[config.mk]
export PLATFORM = sky130hd
export DESIGN_NAME = leve_ifetch_buf_flat
export DESIGN_NICKNAME = d
export VERILOG_FILES = /design/src/rtl/leve_ifetch_buf_if.sv /design/src/rtl/leve_ifetch_buf.sv /design/src/flat_wrapper.sv
export SDC_FILE = /design/constraint.sdc
export NUM_CORES = 1
export LEC_CHECK = 0
export CAP_MARGIN = 0
export CORE_MARGIN = 1.5
export CORE_UTILIZATION = 63
export CTS_CLUSTER_DIAMETER = 40
export DETAILED_ROUTE_END_ITERATION = 7
export PLACE_DENSITY_LB_ADDON = 0.08
export SLEW_MARGIN = 40
export SYNTH_ARGS = -nofsm -noshare
export SYNTH_HDL_FRONTEND = slang
export SYNTH_SLANG_ARGS = --single-unit
[constraint.sdc]
create_clock -name CLK -period 26.6 [get_ports CLK]
set_input_delay 3.99 -clock CLK [delete_from_list [all_inputs] [get_ports CLK]]
set_output_delay 3.99 -clock CLK [all_outputs]
set_load 0.1 [all_outputs]
[src/rtl/leve_ifetch_buf_if.sv]
// Handshake bundle for the LEVE instruction fetch buffer: PC request, AXI4 read
// address/data channels and the decode-side instruction stream.
interface leve_ifetch_buf_if #(
  parameter int XLEN = 64
);
  logic            PC_VALID;
  logic            PC_READY;
  logic [XLEN-1:0] PC_PC;
  logic            FLUSH;

  logic            ARVALID;
  logic            ARREADY;
  logic [31:0]     ARADDR;
  logic [1:0]      ARBURST;
  logic [7:0]      ARLEN;

  logic            RVALID;
  logic            RREADY;
  logic [31:0]     RDATA;
  logic [1:0]      RRESP;
  logic            RLAST;

  logic            INST_VALID;
  logic            INST_READY;
  logic [31:0]     INST_DATA;
  logic [XLEN-1:0] INST_PC;
  logic            INST_ERR;

  modport master (
    input  PC_VALID, PC_PC, FLUSH, ARREADY, RVALID, RDATA, RRESP, RLAST, INST_READY,
    output PC_READY, ARVALID, ARADDR, ARBURST, ARLEN, RREADY,
           INST_VALID, INST_DATA, INST_PC, INST_ERR
  );

  modport slave (
    output PC_VALID, PC_PC, FLUSH, ARREADY, RVALID, RDATA, RRESP, RLAST, INST_READY,
    input  PC_READY, ARVALID, ARADDR, ARBURST, ARLEN, RREADY,
           INST_VALID, INST_DATA, INST_PC, INST_ERR
  );
endinterface

[src/rtl/leve_ifetch_buf.sv]
// Instruction fetch buffer: one AXI4 WRAP burst per accepted PC, beats queued
// with their own PC and error tag in a FIFO that drains to decode.
//
// state | meaning
// IDLE  | waiting for a PC; accepts only when a whole burst fits in the FIFO
// ADDR  | ARVALID held high until ARREADY
// DATA  | beats pushed into the FIFO until RLAST
// DRAIN | beats of a flushed burst accepted and dropped until RLAST
module leve_ifetch_buf #(
  parameter int XLEN      = 64,
  parameter int BURST_LEN = 4,
  parameter int DEPTH     = 8
) (
  input logic CLK,
  input logic RST,
  leve_ifetch_buf_if.master bus
);
  localparam int CW = $clog2(DEPTH + 1);
  localparam int PW = $clog2(DEPTH);
  localparam int IW = $clog2(BURST_LEN);
  localparam int WB = IW + 2;

  typedef enum logic [1:0] {IDLE, ADDR, DATA, DRAIN} state_t;

  state_t          state;
  logic [XLEN-1:0] pc_q;
  logic [IW-1:0]   idx;
  logic            flush_pend;
  logic            arvalid_q;
  logic            rready_q;

  logic [CW-1:0]   count;
  logic [PW-1:0]   wp;
  logic [PW-1:0]   rp;
  logic [31:0]     mem_data [DEPTH];
  logic [XLEN-1:0] mem_pc   [DEPTH];
  logic            mem_err  [DEPTH];

  logic [CW-1:0]   free;
  logic            pc_ready;
  logic            inst_valid;
  logic            push;
  logic            pop;
  logic [WB-1:0]   beat_lo;
  logic [XLEN-1:0] beat_pc;

  assign free       = CW'(DEPTH) - count;
  assign pc_ready   = (state == IDLE) && (free >= CW'(BURST_LEN)) && !bus.FLUSH && !RST;
  assign inst_valid = (count != '0);
  assign push       = (state == DATA) && bus.RVALID && !bus.FLUSH;
  assign pop        = inst_valid && bus.INST_READY && !bus.FLUSH;

  // Wrap within the BURST_LEN*4 byte window; bits above the window pass through.
  assign beat_lo = pc_q[WB-1:0] + {idx, 2'b00};
  assign beat_pc = {pc_q[XLEN-1:WB], beat_lo};

  always_ff @(posedge CLK) begin
    if (RST) begin
      state      <= IDLE;
      pc_q       <= '0;
      idx        <= '0;
      flush_pend <= 1'b0;
      arvalid_q  <= 1'b0;
      rready_q   <= 1'b0;
      count      <= '0;
      wp         <= '0;
      rp         <= '0;
    end else begin
      if (bus.FLUSH) begin
        count <= '0;
        wp    <= '0;
        rp    <= '0;
      end else begin
        if (push) wp <= wp + 1'b1;
        if (pop)  rp <= rp + 1'b1;
        count <= count + CW'(push) - CW'(pop);
      end

      case (state)
        IDLE: begin
          if (bus.PC_VALID && pc_ready) begin
            pc_q       <= bus.PC_PC & ~XLEN'(3);
            idx        <= '0;
            flush_pend <= 1'b0;
            arvalid_q  <= 1'b1;
            state      <= ADDR;
          end
        end
        ADDR: begin
          if (bus.FLUSH) flush_pend <= 1'b1;
          if (bus.ARREADY) begin
            arvalid_q  <= 1'b0;
            rready_q   <= 1'b1;
            flush_pend <= 1'b0;
            state      <= (flush_pend || bus.FLUSH) ? DRAIN : DATA;
          end
        end
        DATA: begin
          if (push) idx <= idx + 1'b1;
          if (bus.RVALID && bus.RLAST) begin
            rready_q <= 1'b0;
            state    <= IDLE;
          end else if (bus.FLUSH) begin
            state <= DRAIN;
          end
        end
        DRAIN: begin
          if (bus.RVALID && bus.RLAST) begin
            rready_q <= 1'b0;
            state    <= IDLE;
          end
        end
        default: state <= IDLE;
      endcase
    end
  end

  always_ff @(posedge CLK) begin
    if (push) begin
      mem_data[wp] <= bus.RDATA;
      mem_pc[wp]   <= beat_pc;
      mem_err[wp]  <= (bus.RRESP != 2'b00);
    end
  end

  assign bus.PC_READY   = pc_ready;
  assign bus.ARVALID    = arvalid_q;
  assign bus.ARADDR     = pc_q[31:0];
  assign bus.ARBURST    = 2'b10;
  assign bus.ARLEN      = 8'(BURST_LEN - 1);
  assign bus.RREADY     = rready_q;
  assign bus.INST_VALID = inst_valid;
  assign bus.INST_DATA  = inst_valid ? mem_data[rp] : '0;
  assign bus.INST_PC    = inst_valid ? mem_pc[rp]   : '0;
  assign bus.INST_ERR   = inst_valid ? mem_err[rp]  : 1'b0;
endmodule
[src/flat_wrapper.sv]
// flat-port wrapper written by rule: the top's interface ports become plain ports
module leve_ifetch_buf_flat 
#(
  parameter int XLEN      = 64,
  parameter int BURST_LEN = 4,
  parameter int DEPTH     = 8
)
  (CLK, RST, bus_PC_VALID, bus_PC_PC, bus_FLUSH, bus_ARREADY, bus_RVALID, bus_RDATA, bus_RRESP, bus_RLAST, bus_INST_READY, bus_PC_READY, bus_ARVALID, bus_ARADDR, bus_ARBURST, bus_ARLEN, bus_RREADY, bus_INST_VALID, bus_INST_DATA, bus_INST_PC, bus_INST_ERR);
  leve_ifetch_buf_if #(.XLEN(XLEN)) bus_i ();
  input logic CLK;
  input logic RST;
  input wire logic [$bits(bus_i.PC_VALID)-1:0] bus_PC_VALID;
  input wire logic [$bits(bus_i.PC_PC)-1:0] bus_PC_PC;
  input wire logic [$bits(bus_i.FLUSH)-1:0] bus_FLUSH;
  input wire logic [$bits(bus_i.ARREADY)-1:0] bus_ARREADY;
  input wire logic [$bits(bus_i.RVALID)-1:0] bus_RVALID;
  input wire logic [$bits(bus_i.RDATA)-1:0] bus_RDATA;
  input wire logic [$bits(bus_i.RRESP)-1:0] bus_RRESP;
  input wire logic [$bits(bus_i.RLAST)-1:0] bus_RLAST;
  input wire logic [$bits(bus_i.INST_READY)-1:0] bus_INST_READY;
  output wire logic [$bits(bus_i.PC_READY)-1:0] bus_PC_READY;
  output wire logic [$bits(bus_i.ARVALID)-1:0] bus_ARVALID;
  output wire logic [$bits(bus_i.ARADDR)-1:0] bus_ARADDR;
  output wire logic [$bits(bus_i.ARBURST)-1:0] bus_ARBURST;
  output wire logic [$bits(bus_i.ARLEN)-1:0] bus_ARLEN;
  output wire logic [$bits(bus_i.RREADY)-1:0] bus_RREADY;
  output wire logic [$bits(bus_i.INST_VALID)-1:0] bus_INST_VALID;
  output wire logic [$bits(bus_i.INST_DATA)-1:0] bus_INST_DATA;
  output wire logic [$bits(bus_i.INST_PC)-1:0] bus_INST_PC;
  output wire logic [$bits(bus_i.INST_ERR)-1:0] bus_INST_ERR;
  assign bus_i.PC_VALID = bus_PC_VALID;
  assign bus_i.PC_PC = bus_PC_PC;
  assign bus_i.FLUSH = bus_FLUSH;
  assign bus_i.ARREADY = bus_ARREADY;
  assign bus_i.RVALID = bus_RVALID;
  assign bus_i.RDATA = bus_RDATA;
  assign bus_i.RRESP = bus_RRESP;
  assign bus_i.RLAST = bus_RLAST;
  assign bus_i.INST_READY = bus_INST_READY;
  assign bus_PC_READY = bus_i.PC_READY;
  assign bus_ARVALID = bus_i.ARVALID;
  assign bus_ARADDR = bus_i.ARADDR;
  assign bus_ARBURST = bus_i.ARBURST;
  assign bus_ARLEN = bus_i.ARLEN;
  assign bus_RREADY = bus_i.RREADY;
  assign bus_INST_VALID = bus_i.INST_VALID;
  assign bus_INST_DATA = bus_i.INST_DATA;
  assign bus_INST_PC = bus_i.INST_PC;
  assign bus_INST_ERR = bus_i.INST_ERR;
  leve_ifetch_buf #(.XLEN(XLEN), .BURST_LEN(BURST_LEN), .DEPTH(DEPTH)) u_core (.CLK(CLK), .RST(RST), .bus(bus_i));
endmodule
==> results.json, run 1 <==
{
  "required_ns": 22.61,
  "clockPowerShare": 0.469,
  "pwr-share-seq": 0.504,
  "period_needed_ns": 9.790,
  "drt-pass1-iter-count": 5,
  "grt_pass1_wl_mm": 102.6,
  "fin_nets": 2010,
  "postRouteAntennaNets": 0,
  "ys_warn_count": 0,
  "startpoint_type": "input pin",
  "start_util": 0.6377,
  "switching_power_mw": 0.5887,
  "routabilityCongestion": 0.7271,
  "critPathMaxStageDelay_ns": 0.59,
  "worst_slew_pin_slew_ns": 0.8440,
  "die_w_um": 230.9,
  "std_cell_rows": 83,
  "drv_cap": 0,
  "irDropWorstVdd_mv": 0.06290,
  "cp_max_fo": 8,
  "htreeDepth": 3,
  "max_freq_mhz": 102.1,
  "cts_tree": "yes",
  "synthFlopType": "edfxtp_1",
  "area_growth_pct": 16.18,
  "post-cts-setup-buffers": 0,
  "fillers": 2987,
  "cts.sinks": 842,
  "seq_area_frac_synth": 0.7478,
  "hold_path_class": "reg2reg",
  "cts-root-buf": "clkbuf_16",
  "p_int_mw": 2.288,
  "port_buffers": 232,
  "async_flop_share": 0,
  "period_share": 0.3681,
  "core_sq_mm": 0.05130,
  "synth-edff-count": 760,
  "power_density_mw_per_mm2": 75.70,
  "routed_wl_mm": 68.06,
  "dpl_cell_area_sq_mm": 0.03467,
  "ys_seq_elements": 842,
  "startpoint": "bus_FLUSH",
  "cts_buffers": 97,
  "dp_cells": 2475,
  "drv_slew": 0,
  "timing.rr.start": "u_core.count[2]",
  "cp_cell_sequence": "clkdlybuf4s50_1, nor4_4, o21ai_0, nor2_1, buf_2",
  "worst_path_max_delay_cell": "clkdlybuf4s50_1",
  "setup_tns_ns": 0,
  "path_class": "in2out",
  "dr_total_vias": 16490,
  "hold_start": "u_core.bus.ARVALID",
  "syn-cell-area_sq_mm": 0.03271,
  "rsz0062_at_grt": "false",
  "worst_ep_arrival_time_ns": 5.80,
  "stdcell_area_sq_mm": 0.03801,
  "viasPerCell": 6.210,
  "final_cells": 2655,
  "synth.distinct_cells": 43,
  "grt_max_degree": 79,
  "drt_iter0_drc": 1657,
  "p_comb_frac": 0.027,
  "cts_resized": 0,
  "dieArea_sq_mm": 0.05330,
  "p_sw_frac": 0.2046,
  "grt_pass1_vias": 16900,
  "p_leak_nw": 12.11,
  "setup_viol": 0,
  "antenna_found_initial": 2,
  "final_core_util": 0.7408,
  "synthCells": 1660,
  "clock_latency_ns": 0.63,
  "dp_hpwl_mm": 34.62,
  "grt.overflow.total": 0,
  "relSlewSlack": 0.4373,
  "wl_per_cell_um": 25.63,
  "fp.dieH_um": 230.9,
  "path_clk_slew_ns": 0.06,
  "ios": 249,
  "postCtsHoldBufs": 0,
  "n_antenna_cell": 0,
  "end_kind": "output pin",
  "status": "finished, final reports clean",
  "synth.avg_cell_area_sq_um": 19.71,
  "drc": 0,
  "grt_util_all_layers": 0.2621,
  "skew_ns": 0.01095,
  "cts.path.max_buffers": 3,
  "drive_gt1_frac": 0.2709,
  "hold_viol_final": 0
}
[worst paths after layout]
| check | slack [ns] | cells past startpoint | endpoint |
|---|---|---|---|
| min reg2reg | 0.46 | 2 | u_core.bus.ARVALID |
| min | 0.46 | 2 | u_core.bus.ARVALID |
| max | 16.81 | 5 | bus_PC_READY |
| max reg2reg | 22.59 | 14 | u_core.count[2] |
[area by class of cell]
| class | count | area [sq um] | share of cell area |
|---|---|---|---|
| multi-input cells | 674 | 7307 | 0.1923 |
| clock inverters | 58 | 660.6 | 0.01738 |
| clock buffers | 122 | 2668 | 0.07019 |
| well taps | 680 | 850.8 | 0.02239 |
| repair buffers | 267 | 1999 | 0.05261 |
| inverters | 12 | 45.04 | 0.001185 |
| flip-flops and latches | 842 | 24470 | 0.6440 |
[cell usage in the layout (no fill, tap or decap), types with 20 or more instances in the layout]
cell / instances
edfxtp_1: 760
mux4_2: 190
buf_2: 130
nor2_1: 109
clkbuf_16: 102
clkdlybuf4s50_1: 102
mux2i_1: 95
dfxtp_1: 79
a21oi_1: 70
nand3_1: 64
o21ai_0: 41
o21ai_1: 23
buf_4: 20
[power groups by stage]
| stage | Sequential (mW) | Combinational (mW) | Clock, mW |
|---|---|---|---|
| final | 1.45 | 0.0782 | 1.35 |
| after global routing | 1.45 | 0.0820 | 1.42 |
| after CTS | 1.45 | 0.0781 | 1.36 |
| after detailed placement | 1.48 | 0.0777 | 0 |
| after global placement | 1.48 | 0.0791 | 0 |
| after floorplan | 1.48 | 0.0513 | 0 |
[per-stage QoR]
step,power [mW],worst slack [ns],hold WS (ns)
after global placement,1.556,16.12,0.4535
after global routing,2.953,16.74,0.4934
after floorplan,1.529,12.60,0.4541
after CTS,2.893,16.86,0.4589
after detailed placement,1.555,16.87,0.4487
final,2.877,16.81,0.4577
[registers in the layout, indices dropped and copies added, names as in the netlist, named ones only]
signal              cells
u_core.count            4
u_core.pc_q            62
u_core.state            2
u_core.wp               3
u_core.idx              2
u_core.mem_data       256
u_core.flush_pend       1
u_core.mem_pc         496
u_core.mem_err          8
u_core.rp               3
u_core.bus.ARVALID      1
u_core.bus.RREADY       1
[cells in the mapped netlist (all sizes together), types with 5 or more instances]
cell type,instances,area [sq um]
a21oi,70,350.3
buf,108,869.6
clkbuf,36,135.1
dfxtp,82,1642
edfxtp,760,22820
ha,9,112.6
inv,12,45.04
mux2i,95,950.9
mux4,190,4279
nand2,11,41.29
nand3,64,320.3
nor2,112,420.4
nor3,5,25.02
o21ai,64,320.3
xor2,5,43.79
[cell families (layout without fill, tap and decap cells)]
family                   Yosys count  in the layout  synth area share
buffers and inverters            156            459           0.03209
multiplexers                     285            285            0.1599
other                              2             14         0.0002296
adder cells (fa/ha/maj)           10             10          0.004054
flip-flops                       842            842            0.7478
AO/OA/AOI/OAI                    145            145           0.02371
AND/OR/NAND/NOR                  211            211           0.02980
XOR/XNOR                           9              9          0.002409
[worst max-delay path: cells and delay by family]
| family | cells | cell delay [ns] |
|---|---|---|
| buffers and inverters | 2 | 1.05 |
| and+or+nand+nor | 2 | 0.61 |
| AOI/OAI and AO/OA | 1 | 0.15 |
[metal layers]
metal | wire [um] | GRT usage | vias to the layer above
met4 | 1841 | 0.09314 | 4
li1 | - | - | 7101
met1 | 28000 | 0.3725 | 8591
met5 | 82 | 0.01379 | -
met2 | 33670 | 0.4179 | 667
met3 | 4460 | 0.04335 | 124
No activity file was read; power rests on OpenSTA's default activity.
==> run 2: changes to the inputs <==
--- a/config.mk
+++ b/config.mk
@@ -7,7 +7,7 @@
 export LEC_CHECK = 0
 export CAP_MARGIN = 0
 export CORE_MARGIN = 1.5
-export CORE_UTILIZATION = 63
+export CORE_UTILIZATION = 53
 export CTS_CLUSTER_DIAMETER = 40
 export DETAILED_ROUTE_END_ITERATION = 7
 export PLACE_DENSITY_LB_ADDON = 0.08
==> constraint.sdc (replaced) <==
create_clock -name CLK -period 7.9 [get_ports CLK]
set_input_delay 1.185 -clock CLK [delete_from_list [all_inputs] [get_ports CLK]]
set_output_delay 1.185 -clock CLK [all_outputs]
set_load 0.1 [all_outputs]
==> results.json, run 2 (synthesized netlist as in run 1, its figures left out) <==
{
  "rsz0062_at_grt": "false",
  "drv_slew": 0,
  "clock_latency_ns": 0.64,
  "routabilityCongestion": 0.6844,
  "worst_slew_pin_slew_ns": 0.8367,
  "cts.sinks": 842,
  "dieArea_sq_mm": 0.06322,
  "largest_reg_flops": 496,
  "irDropWorstVdd_mv": 0.1560,
  "path_class": "reg2out",
  "drv_cap": 0,
  "area_growth_pct": 18.01,
  "regMostFlops": "u_core.mem_pc",
  "cts.path.max_buffers": 3,
  "grt.overflow.total": 0,
  "grt_util_all_layers": 0.2246,
  "dr_total_vias": 16210,
  "grt_pass1_vias": 17160,
  "dp_cells": 2576,
  "whs_path_depth": 2,
  "cp_max_fo": 50,
  "p_leak_nw": 12.32,
  "cts-root-buf": "clkbuf_16",
  "final_core_util": 0.6360,
  "dp_hpwl_mm": 35.65,
  "grt_pass1_wl_mm": 104.4,
  "period_needed_ns": 4.614,
  "relSlewSlack": 0.4422,
  "cts_tree": "yes",
  "hold_path_class": "reg2reg",
  "std_cell_rows": 90,
  "final_cells": 2781,
  "required_ns": 6.71,
  "worstRegToRegCells": 14,
  "core_sq_mm": 0.06070,
  "grt_max_degree": 93,
  "drc": 0,
  "htreeDepth": 3,
  "final_cell_mix": "edfxtp_1, mux4_2, buf_2",
  "wl_per_cell_um": 25.03,
  "worst_ep_arrival_time_ns": 3.43,
  "startpoint_type": "flip-flop",
  "path_clk_slew_ns": 0.06,
  "drt-pass1-iter-count": 5,
  "post-cts-setup-buffers": 0,
  "hold_viol_final": 0,
  "drt_iter0_drc": 1118,
  "die_w_um": 251.4,
  "power_density_mw_per_mm2": 260.0,
  "top_regs": "u_core.mem_pc x496, u_core.mem_data x256, u_core.pc_q x62",
  "postRouteAntennaNets": 0,
  "drive_gt1_frac": 0.2859,
  "fillers": 4193,
  "postCtsHoldBufs": 0,
  "antenna_found_initial": 3,
  "period_share": 0.5841,
  "layout_commonest_cell": "edfxtp_1",
  "end_kind": "output pin",
  "setup_viol": 0,
  "start_util": 0.5390,
  "port_buffers": 232,
  "max_freq_mhz": 216.7,
  "fp.dieH_um": 251.4,
  "fin_nets": 2019,
  "cts_buffers": 106,
  "setup_tns_ns": 0,
  "routed_wl_mm": 69.61,
  "status": "finished, final reports clean",
  "cts_resized": 0,
  "viasPerCell": 5.828,
  "skew_ns": 0.02312,
  "ios": 249
}
==> run 2: cell count changes in the layout (fill, tap and decap cells not counted), sizes merged <==
| cell | delta |
|---|---|
| inv | +12 |
| clkbuf | -2 |
| diode | +2 |
| clkinv | -1 |
| clkinvlp | +11 |
| bufinv | +2 |
==> run 2: final timing paths <==
kind	startpoint	to	slack, ns
hold / removal	u_core.bus.ARVALID	u_core.bus.ARVALID	0.47
setup / recovery	u_core.count[2]	bus_INST_PC[29]	3.29
hold reg to reg	u_core.bus.ARVALID	u_core.bus.ARVALID	0.47
setup reg to reg	u_core.count[2]	u_core.count[2]	3.89
==> run 2: final cells by class <==
cell class	count	area, sq um	share of cell area
diodes	2	5.005	0.0001296
clock buffers	120	2765	0.07163
clock inverters	82	913.4	0.02366
inverters	12	45.04	0.001167
multi-input cells	674	7330	0.1899
flip-flops and latches	842	24470	0.6340
well taps	782	978.4	0.02535
repair buffers	267	2093	0.05422
==> run 2: where the power goes <==
group	internal [mW]	switching, mW
registers	4.85	0.0299
clock network	2.99	1.90
logic	0.0771	0.188
==> run 2: critical path, stage by stage (launching register included) <==
cell and delay, ns:
dfxtp_1 0.35, inv_1 0.13, ha_1 0.16, and3_4 0.70
buf_4 0.80, nor2_1 0.26, buf_2 0.37
==> run 2: through the flow <==
step	worst slack [ns]	hold WS [ns]	instance area, sq um	power, mW
floorplan	-0.7530	0.4541	32770	5.147
global placement	2.985	0.4525	35410	5.244
detailed placement	3.345	0.4603	34890	5.242
CTS	3.230	0.4691	38570	10.13
global route	3.101	0.4856	38600	10.33
finish	3.286	0.4691	38600	10.04
==> run 2: routing by layer <==
layer	global-route usage	share of wire
met5	0	0.00040
met3	0.04168	0.060
met2	0.3732	0.50
met4	0.06162	0.017
met1	0.3085	0.42
